===== src/rtl/disp_src_sched_pkg.sv =====
// -----------------------------------------------------------------------------
// disp_pkg
// Shared types and helpers for the seven-segment display source scheduler.
//   disp_state_t : scheduler state (EMPTY = nothing to show, SHOW = cur_src valid)
//   nv_t         : result of a round-robin search (found flag + index)
//   next_valid() : round-robin successor of an index within a valid mask
// -----------------------------------------------------------------------------
package disp_pkg;

    localparam int DATA_W  = 32;
    // Largest supported source count; the search helper works on masks this wide.
    localparam int MAX_SRC = 8;

    typedef enum logic {
        EMPTY = 1'b0,
        SHOW  = 1'b1
    } disp_state_t;

    typedef struct packed {
        logic       found;
        logic [2:0] idx;
    } nv_t;

    // Searches idx+1, idx+2, ... wrapping at nsrc, and finally idx itself.
    // Including idx as the last candidate means "no other valid source" returns
    // idx unchanged, and a search from nsrc-1 yields the lowest valid index.
    function automatic nv_t next_valid(input logic [2:0]         idx,
                                       input logic [MAX_SRC-1:0] valid_mask,
                                       input int                 nsrc);
        nv_t r;
        int  j;
        r = '0;
        for (int k = 1; k <= MAX_SRC; k++) begin
            if (k <= nsrc && !r.found) begin
                j = int'(idx) + k;
                if (j >= nsrc) j = j - nsrc;
                if (valid_mask[j[2:0]]) begin
                    r.found = 1'b1;
                    r.idx   = j[2:0];
                end
            end
        end
        return r;
    endfunction

endpackage


===== src/rtl/disp_src_sched_debounce.sv =====
// -----------------------------------------------------------------------------
// btn_debounce
// Synchronises a raw push-button and accepts a new level only after it has
// been seen DEBOUNCE consecutive cycles at the synchroniser output.
// Ports:
//   clk   in  system clock
//   clr   in  asynchronous active-high reset (button treated as released)
//   raw   in  raw, asynchronous button level
//   level out accepted (debounced) level
//   press out one-cycle pulse on an accepted 0->1 transition
// Press is decoded from registered state in the same cycle the new level is
// accepted, so it reaches the consumer 2 + DEBOUNCE cycles after the raw edge.
// -----------------------------------------------------------------------------
module btn_debounce #(
    parameter int DEBOUNCE = 1_000_000
) (
    input  logic clk,
    input  logic clr,
    input  logic raw,
    output logic level,
    output logic press
);

    localparam int            CW       = (DEBOUNCE > 1) ? $clog2(DEBOUNCE) : 1;
    localparam logic [CW-1:0] CNT_LAST = CW'(DEBOUNCE - 1);

    logic          sync1_q, sync2_q;
    logic          level_q, level_d;
    logic [CW-1:0] cnt_q, cnt_d;
    logic          accept;

    // cnt_q holds how many earlier samples already differed from the accepted
    // level; the current differing sample completes the run of DEBOUNCE.
    assign accept = (sync2_q != level_q) && (cnt_q == CNT_LAST);

    always_comb begin
        level_d = level_q;
        cnt_d   = '0;
        if (sync2_q != level_q) begin
            if (accept) level_d = sync2_q;
            else        cnt_d   = cnt_q + CW'(1);
        end
    end

    always_ff @(posedge clk or posedge clr) begin
        if (clr) begin
            sync1_q <= 1'b0;
            sync2_q <= 1'b0;
            level_q <= 1'b0;
            cnt_q   <= '0;
        end else begin
            sync1_q <= raw;
            sync2_q <= sync1_q;
            level_q <= level_d;
            cnt_q   <= cnt_d;
        end
    end

    assign level = level_q;
    assign press = accept && sync2_q;

endmodule


===== src/rtl/disp_src_sched.sv =====
// -----------------------------------------------------------------------------
// disp_src_sched
// Shares one 8-digit seven-segment display among NSRC 32-bit debug sources.
// Auto mode rotates through valid sources every DWELL cycles; manual mode
// steps on a debounced button press. A second button toggles the mode.
// Ports:
//   clk        in   system clock
//   clr        in   asynchronous active-high reset
//   src_data   in   packed source words, source i at [32*i+31:32*i]
//   src_valid  in   per-source valid; invalid sources are skipped
//   btn_next   in   raw button: advance to next source (manual mode)
//   btn_mode   in   raw button: toggle auto/manual
//   freeze     in   while high, disp_data/disp_valid hold
//   disp_data  out  registered word for the display driver
//   cur_src    out  index of the selected source
//   auto_mode  out  1 = auto rotate, 0 = manual
//   disp_valid out  0 when no source is valid
// -----------------------------------------------------------------------------
module disp_src_sched
    import disp_pkg::*;
#(
    parameter int NSRC     = 4,
    parameter int DWELL    = 100_000_000,
    parameter int DEBOUNCE = 1_000_000,
    parameter int IDXW     = $clog2(NSRC)
) (
    input  logic                   clk,
    input  logic                   clr,
    input  logic [NSRC*DATA_W-1:0] src_data,
    input  logic [NSRC-1:0]        src_valid,
    input  logic                   btn_next,
    input  logic                   btn_mode,
    input  logic                   freeze,
    output logic [DATA_W-1:0]      disp_data,
    output logic [IDXW-1:0]        cur_src,
    output logic                   auto_mode,
    output logic                   disp_valid
);

    localparam int            DW         = (DWELL > 1) ? $clog2(DWELL) : 1;
    localparam logic [DW-1:0] DWELL_LAST = DW'(DWELL - 1);

    disp_state_t          state_q, state_d;
    logic [IDXW-1:0]      cur_q, cur_d;
    logic                 auto_q, auto_d;
    logic [DW-1:0]        dwell_q, dwell_d;
    logic [DATA_W-1:0]    data_q;
    logic                 dvalid_q;

    logic                 next_press, mode_press;
    logic                 next_lvl, mode_lvl;
    logic                 unused_lvl;
    logic [MAX_SRC-1:0]   mask8;
    logic [2:0]           cur3;
    nv_t                  succ, first;
    logic                 advance;
    logic [DATA_W-1:0]    sel_word;

    btn_debounce #(.DEBOUNCE(DEBOUNCE)) u_db_next (
        .clk   (clk),
        .clr   (clr),
        .raw   (btn_next),
        .level (next_lvl),
        .press (next_press)
    );

    btn_debounce #(.DEBOUNCE(DEBOUNCE)) u_db_mode (
        .clk   (clk),
        .clr   (clr),
        .raw   (btn_mode),
        .level (mode_lvl),
        .press (mode_press)
    );

    // Only the press pulses are used here; the levels are kept for debug taps.
    assign unused_lvl = next_lvl ^ mode_lvl;

    always_comb begin
        mask8             = '0;
        mask8[NSRC-1:0]   = src_valid;
        cur3              = '0;
        cur3[IDXW-1:0]    = cur_q;
    end

    // succ: round-robin successor of cur_src (cur_src itself if it is the only
    // valid one). first: lowest valid index, used when leaving EMPTY.
    assign succ  = next_valid(cur3, mask8, NSRC);
    assign first = next_valid(3'(NSRC - 1), mask8, NSRC);

    always_comb begin
        state_d = state_q;
        cur_d   = cur_q;
        auto_d  = auto_q ^ mode_press;
        dwell_d = dwell_q;
        advance = 1'b0;
        if (state_q == EMPTY) begin
            dwell_d = '0;
            if (first.found) begin
                state_d = SHOW;
                cur_d   = first.idx[IDXW-1:0];
            end
        end else if (!mask8[cur3]) begin
            // Selected source went away: reselect, or fall back to EMPTY.
            dwell_d = '0;
            if (succ.found) cur_d   = succ.idx[IDXW-1:0];
            else            state_d = EMPTY;
        end else if (mode_press) begin
            // A mode toggle takes priority over a coincident dwell expiry.
            dwell_d = '0;
        end else begin
            advance = auto_q ? (dwell_q == DWELL_LAST) : next_press;
            if (advance) begin
                cur_d   = succ.idx[IDXW-1:0];
                dwell_d = '0;
            end else if (auto_q) begin
                dwell_d = dwell_q + DW'(1);
            end
        end
    end

    always_comb begin
        sel_word = src_data[cur_q*DATA_W +: DATA_W];
    end

    always_ff @(posedge clk or posedge clr) begin
        if (clr) begin
            state_q  <= EMPTY;
            cur_q    <= '0;
            auto_q   <= 1'b1;
            dwell_q  <= '0;
            data_q   <= '0;
            dvalid_q <= 1'b0;
        end else begin
            state_q <= state_d;
            cur_q   <= cur_d;
            auto_q  <= auto_d;
            dwell_q <= dwell_d;
            if (!freeze) begin
                dvalid_q <= (state_q == SHOW);
                data_q   <= (state_q == SHOW) ? sel_word : '0;
            end
        end
    end

    assign disp_data  = data_q;
    assign disp_valid = dvalid_q;
    assign cur_src    = cur_q;
    assign auto_mode  = auto_q;

endmodule


===== config.mk =====
export PLATFORM = sky130hd
export DESIGN_NAME = disp_src_sched
export DESIGN_NICKNAME = d
export VERILOG_FILES = /design/src/rtl/disp_src_sched_pkg.sv /design/src/rtl/disp_src_sched_debounce.sv /design/src/rtl/disp_src_sched.sv
export SDC_FILE = /design/constraint.sdc
export NUM_CORES = 1
export LEC_CHECK = 0
export CAP_MARGIN = 20
export CORE_MARGIN = 1
export CORE_UTILIZATION = 45
export CTS_CLUSTER_SIZE = 12
export DETAILED_ROUTE_END_ITERATION = 10
export PLACE_DENSITY_LB_ADDON = 0.15
export REMOVE_ABC_BUFFERS = 1
export SYNTH_ARGS = -nofsm -noshare
export SYNTH_HDL_FRONTEND = slang
export SYNTH_SLANG_ARGS = --single-unit

===== constraint.sdc =====
create_clock -name clk -period 8.9 [get_ports clk]
set_input_delay 1.78 -clock clk [delete_from_list [all_inputs] [get_ports clk]]
set_output_delay 1.78 -clock clk [all_outputs]
set_load 0.005 [all_outputs]

==> flow_summary.toml, run 1 <==
[clock_tree]
cts.path.max_buffers = 2
cts_resized = 0
clkTransAtPathRegs_ns = 0.07
postCtsSetupBuffers = 0
cts_tree = "done"
htreeDepth = 3
clk_latency_ns = 0.35
cts_hold_buf = 0
cts_root_buf = "clkbuf_16"
cts_sinks = 110
numCtsBuffers = 9

[critical_path]
start_kind = "input port"
crit_family = "multiplexers"
slowest_delay_ns = 0.55
worstPathArrival_ns = 3.95
worstSetupPathType = "in2reg"
path_max_fanout = 9
worstPathCellList = "clkdlybuf4s50_1 > mux4_2 > a221o_1 > o31ai_1 > or2_1 > mux2_1"
cpMaxStageDelayCell = "clkdlybuf4s50_1"
worstPathRequired_ns = 9.13
endpoint_kind = "flop"
worst-path-buf-inv = 1

[power_and_ir_drop]
power_switching_mw = 0.5389
total_power_mw = 1.801
switching_share = 0.2992
p_seq_frac = 0.353
internal_power_mw = 1.262
pwr-share-comb = 0.411
ir_drop_uv = 152.4
p_per_area_nw_per_um2 = 222.8
leakage_nw = 3.253
pwr-share-clk = 0.236

[detailed_routing]
drt-wirelength-per-cell_um = 16.95
postRouteAntennaNets = 0
met2_length_mm = 7.576
wl_met1_mm = 6.250
vias = 4758
first_pass_iters = 5
wl_met3_um = 644
via_per_inst = 5.501
drc = 0
top_layer = "met4"
drt_iter0_markers = 278
routed_wl_mm = 14.66

[cells_and_area]
layout.nets = 829
final_layout_size_suffix_gt1_frac = 0.09957
area_growth_pct = 36.55
n_antenna_cell = 0
utilization = 0.6353

[floorplan]
ios = 173
die-area_um2 = 13620
die_w_um = 116.7
initial_core_util = 0.4653
core_um2 = 12720
die_h_um = 116.7
rows = 41

[timing]
grt_setup_unrepaired = "false"
drv_slew = 0
finClkSkew_ns = 0.007379
setup_viol = 0
period_share = 0.4177
slew_headroom = 0.5078
final-hold-violation-count = 0
max_freq_mhz = 269.0
min_period_ns = 3.718
worst-slew-pin-transition_ns = 0.7382
setup_tns_ns = 0
worst_slack_ns = 5.182

[run_status]
status = "finished, final reports clean"

[logic_synthesis]
netlist_area_um2 = 5919
synth-seq-area-share = 0.4652
avgSynthCellArea_um2 = 11.21
synth_edf_count = 0
async_reset_ff_frac = 1.000
netlist_instances = 528
yosys_register_bits = 110
synth_ff_type = "dfrtp_1"
yosysWarningCount = 0
synth_cell_types = 48

[min_path]
hp-class = "reg2reg"

[grt]
gr-usage-all-layers = 0.2294
antenna_found_initial = 0
grt_pass1_vias = 4898
grt-ovfl-total = 0
grt_max_degree = 63
grt_pass1_wl_mm = 23.94

[placement]
gp_congestion = 0.8071
hpwl_mm = 11.14
post-place-ws_ns = 4.815
placement.io_buffers = 172

[job]
maxCapViolations = 0
-- logic make-up after synthesis --
kind of cell    count (synthesis)  synth area share
compound gates                 62           0.07842
xor+xnor                       58           0.08582
fa+ha+maj                       4          0.008455
buf+inv                        38           0.02875
flops                         110            0.4652
mux                            43            0.1475
simple gates                  213            0.1858
-- power by group through the flow --
stage	combinational [mW]	clock, mW	sequential [mW]
6_report	0.740	0.425	0.636
5_1_grt	0.795	0.454	0.646
4_1_cts	0.750	0.436	0.636
3_5_place_dp	0.750	0	0.640
3_3_place_gp	0.737	0	0.641
2_1_floorplan	0.356	0	0.701
-- path summary, 6_finish.rpt --
check                                                 to                        start  depth (start not counted)  slack (ns)
setup / recovery                  cur_src[1]$_DFFE_PP0P_                 src_valid[0]                          6        5.18
hold / removal               u_db_mode.sync2_q$_DFF_PP0_  u_db_mode.sync1_q$_DFF_PP0_                          0        0.36
min in group asynchronous  u_db_mode.cnt_q[12]$_DFF_PP0_                          clr                          2        1.92
hold reg to reg              u_db_mode.sync2_q$_DFF_PP0_  u_db_mode.sync1_q$_DFF_PP0_                          0        0.36
max in group asynchronous         cur_src[0]$_DFFE_PP0P_                          clr                          3        5.86
setup reg to reg                  cur_src[1]$_DFFE_PP0P_       cur_src[0]$_DFFE_PP0P_                          8        5.82
-- state kept, by name (all words and copies together) (netlist names), 2 cells and up --
name             flops
u_db_next.cnt_q     20
u_db_mode.cnt_q     20
dwell_q             27
cur_src              2
disp_data           32
-- layout make-up --
cell class | instances | area (um^2)
flip-flops and latches | 110 | 2755
repair buffers | 177 | 1759
multi-input cells | 380 | 2998
clock buffers | 10 | 229.0
inverters | 10 | 40.04
fillers | 1074 | 4639
well taps | 172 | 215.2
clock inverters | 6 | 86.33
-- worst reg2reg max path, cell delays in order, from the launching register on --
cell	delay, ns
dfrtp_2	0.34
buf_4	0.58
inv_1	0.16
ha_1	0.46
mux4_2	0.34
a221o_1	0.30
o31ai_1	0.29
or2_1	0.18
mux2_1	0.32
-- routing by layer --
metal,track usage,vias up
met2,0.3862,132
met5,0,-
met1,0.2951,2358
met4,0.06582,0
li1,-,2252
met3,0.05553,16
-- synth_stat cells, drive strengths merged (8+ instances only) --
library cell	number	area, um^2
dfrtp	109	2728
nor2	78	292.8
mux4	35	788.3
nand2	35	133.9
xor2	35	306.5
a22o	33	289.0
xnor2	23	201.4
nand3	18	90.09
nand4	18	127.6
clkbuf	15	56.30
buf	13	76.32
o21ai	11	55.05
inv	10	37.54
a21oi	9	45.04
nor4	9	56.30
and3	8	50.05
or3	8	50.05
-- metrics by stage --
| stage | cells | hold slack, ns | cell area [um^2] |
|---|---|---|---|
| 2_1_floorplan | 500 | 0.3312 | 5787 |
| 3_3_place_gp | 849 | 0.3469 | 7767 |
| 3_5_place_dp | 849 | 0.3457 | 7767 |
| 4_1_cts | 865 | 0.3614 | 8083 |
| 5_1_grt | 865 | 0.3759 | 8083 |
| 6_report | 865 | 0.3610 | 8083 |
-- placed cells by master (no fill, tap or decap), drive strengths merged, types with 3 or more instances in the layout --
master and n:
mux2 4, o21ai 11, or2 3, nand4 18, clkdlybuf4s50 172, xnor2 23, or4b 5, dfrtp 109
and2 5, ha 4, nand2 35, a21oi 9, nand4b 3, clkinv 3, mux2i 4, nor4 9
a22o 33, nor2 78, buf 5, xor2 35, and3 8, mux4 35, clkbuf 10, inv 10
or4 4, nor3 5, and4 5, nand3 18, or3 8
Power figures use the tool's default switching activity.
==> run 2: changes to the inputs <==
CORE_UTILIZATION = 43   (was 45)
clock period = 3.1 ns   (was 8.9 ns; I/O delays follow)
==> flow_summary.toml, run 2 (same netlist as run 1, synthesis figures left out) <==
[run_status]
status = "finished, final reports clean"

[power_and_ir_drop]
pwr-share-clk = 0.221
switching_share = 0.3005
leakage_nw = 3.273
p_per_area_nw_per_um2 = 622.6
ir_drop_uv = 385.9
total_power_mw = 5.049
internal_power_mw = 3.532
pwr-share-comb = 0.414
power_switching_mw = 1.517
p_seq_frac = 0.366

[clock_tree]
cts_hold_buf = 0
numCtsBuffers = 9
cts_resized = 0
htreeDepth = 3
cts_tree = "done"
cts.path.max_buffers = 2
postCtsSetupBuffers = 0
clk_latency_ns = 0.35
cts_sinks = 110
clkTransAtPathRegs_ns = 0.07
cts_root_buf = "clkbuf_16"

[floorplan]
ios = 173
rows = 42
core_um2 = 13350
die_w_um = 119.3
die_h_um = 119.3
initial_core_util = 0.4435
die-area_um2 = 14240

[placement]
hpwl_mm = 11.26
placement.io_buffers = 172
dpl_cell_area_um2 = 7815
post-place-ws_ns = 0.1305
gp_congestion = 0.8120

[grt]
antenna_found_initial = 0
grt-ovfl-total = 0
gr-usage-all-layers = 0.2140
grt_pass1_vias = 4898
grt_max_degree = 50
grt_pass1_wl_mm = 23.98

[critical_path]
worstPathArrival_ns = 2.04
start_kind = "flop"
worstSetupPathType = "reg2out"
r2r_cells = 7
worstPathRequired_ns = 2.48
path_max_fanout = 34
endpoint_kind = "output pin"

[timing]
period_share = 0.8581
drv_slew = 0
setup_tns_ns = 0
worst_slack_ns = 0.4398
min_period_ns = 2.660
grt_setup_unrepaired = "false"
final-hold-violation-count = 0
finClkSkew_ns = 0.006751
slew_headroom = 0.5837
max_freq_mhz = 375.9
worst-slew-pin-transition_ns = 0.6244
setup_viol = 0

[detailed_routing]
wl_met1_mm = 5.984
routed_wl_mm = 14.47
first_pass_iters = 4
vias = 4735
met2_length_mm = 7.551
top_layer = "met4"
wl_met3_um = 719
via_per_inst = 5.424
drc = 0
drt-wirelength-per-cell_um = 16.58
postRouteAntennaNets = 0
drt_iter0_markers = 215

[cells_and_area]
area_growth_pct = 36.99
final_common_cell = "clkdlybuf4s50_1"
utilization = 0.6075
final_layout_size_suffix_gt1_frac = 0.1062
most-common-layout-cells = "clkdlybuf4s50_1, dfrtp_1, nor2_1"
fill_cells = 1141
design_area_um2 = 8109
n_antenna_cell = 0
largest_register_ffs = 32
layout.nets = 833

[job]
maxCapViolations = 0

[min_path]
hold_path_depth = 0
hp-class = "reg2reg"
==> run 2: cell count changes in the layout (fill, tap and decap cells not counted), sizes merged <==
cell      delta
inv          +1
buf          +4
clkinvlp     -1
bufinv       -2
clkbuf       +2
==> run 2: cell type report <==
class / instances / area (um^2) / area share
multi-input combinational: 380 / 2998 / 0.3697
clock inverter: 4 / 27.53 / 0.003395
timing repair buffer: 181 / 1802 / 0.2222
tap: 176 / 220.2 / 0.02716
sequential: 110 / 2755 / 0.3398
clock buffer: 12 / 266.5 / 0.03287
inverter: 10 / 40.04 / 0.004938
==> run 2: stage by stage <==
stage	hold slack (ns)	std cells
2_1_floorplan	0.3312	500
3_3_place_gp	0.3343	857
3_5_place_dp	0.3433	857
4_1_cts	0.3591	873
5_1_grt	0.3690	873
6_report	0.3578	873
==> run 2: worst paths after layout <==
path                                                   from                      endpoint  slack (ns)
min in group asynchronous                               clr   u_db_mode.sync2_q$_DFF_PP0_        0.70
worst min register to register  u_db_mode.sync1_q$_DFF_PP0_   u_db_mode.sync2_q$_DFF_PP0_        0.36
max in group asynchronous                               clr  u_db_next.cnt_q[6]$_DFF_PP0_        1.73
worst min-delay path            u_db_mode.sync1_q$_DFF_PP0_   u_db_mode.sync2_q$_DFF_PP0_        0.36
worst max register to register       cur_src[0]$_DFFE_PP0P_        cur_src[1]$_DFFE_PP0P_        0.55
worst max-delay path                 cur_src[0]$_DFFE_PP0P_                    cur_src[0]        0.44
==> run 2: critical path: stages (launching register included) <==
cell and delay, ns:
dfrtp_2 0.50, buf_4 0.55, clkdlybuf4s50_1 0.63
==> run 2: routing by layer <==
layer	up-vias	track usage
met4	0	0.05313
li1	2253	-
met2	117	0.3743
met5	-	0
met1	2346	0.2593
met3	19	0.06082
==> run 2: power by group through the flow <==
| stage | Clock (mW) | Sequential (mW) | Combinational, mW |
|---|---|---|---|
| 6_report | 1.11 | 1.85 | 2.09 |
| 5_1_grt | 1.20 | 1.88 | 2.26 |
| 4_1_cts | 1.15 | 1.85 | 2.12 |
| 3_5_place_dp | 0 | 1.87 | 2.12 |
| 3_3_place_gp | 0 | 1.86 | 2.09 |
| 2_1_floorplan | 0 | 2.01 | 1.02 |
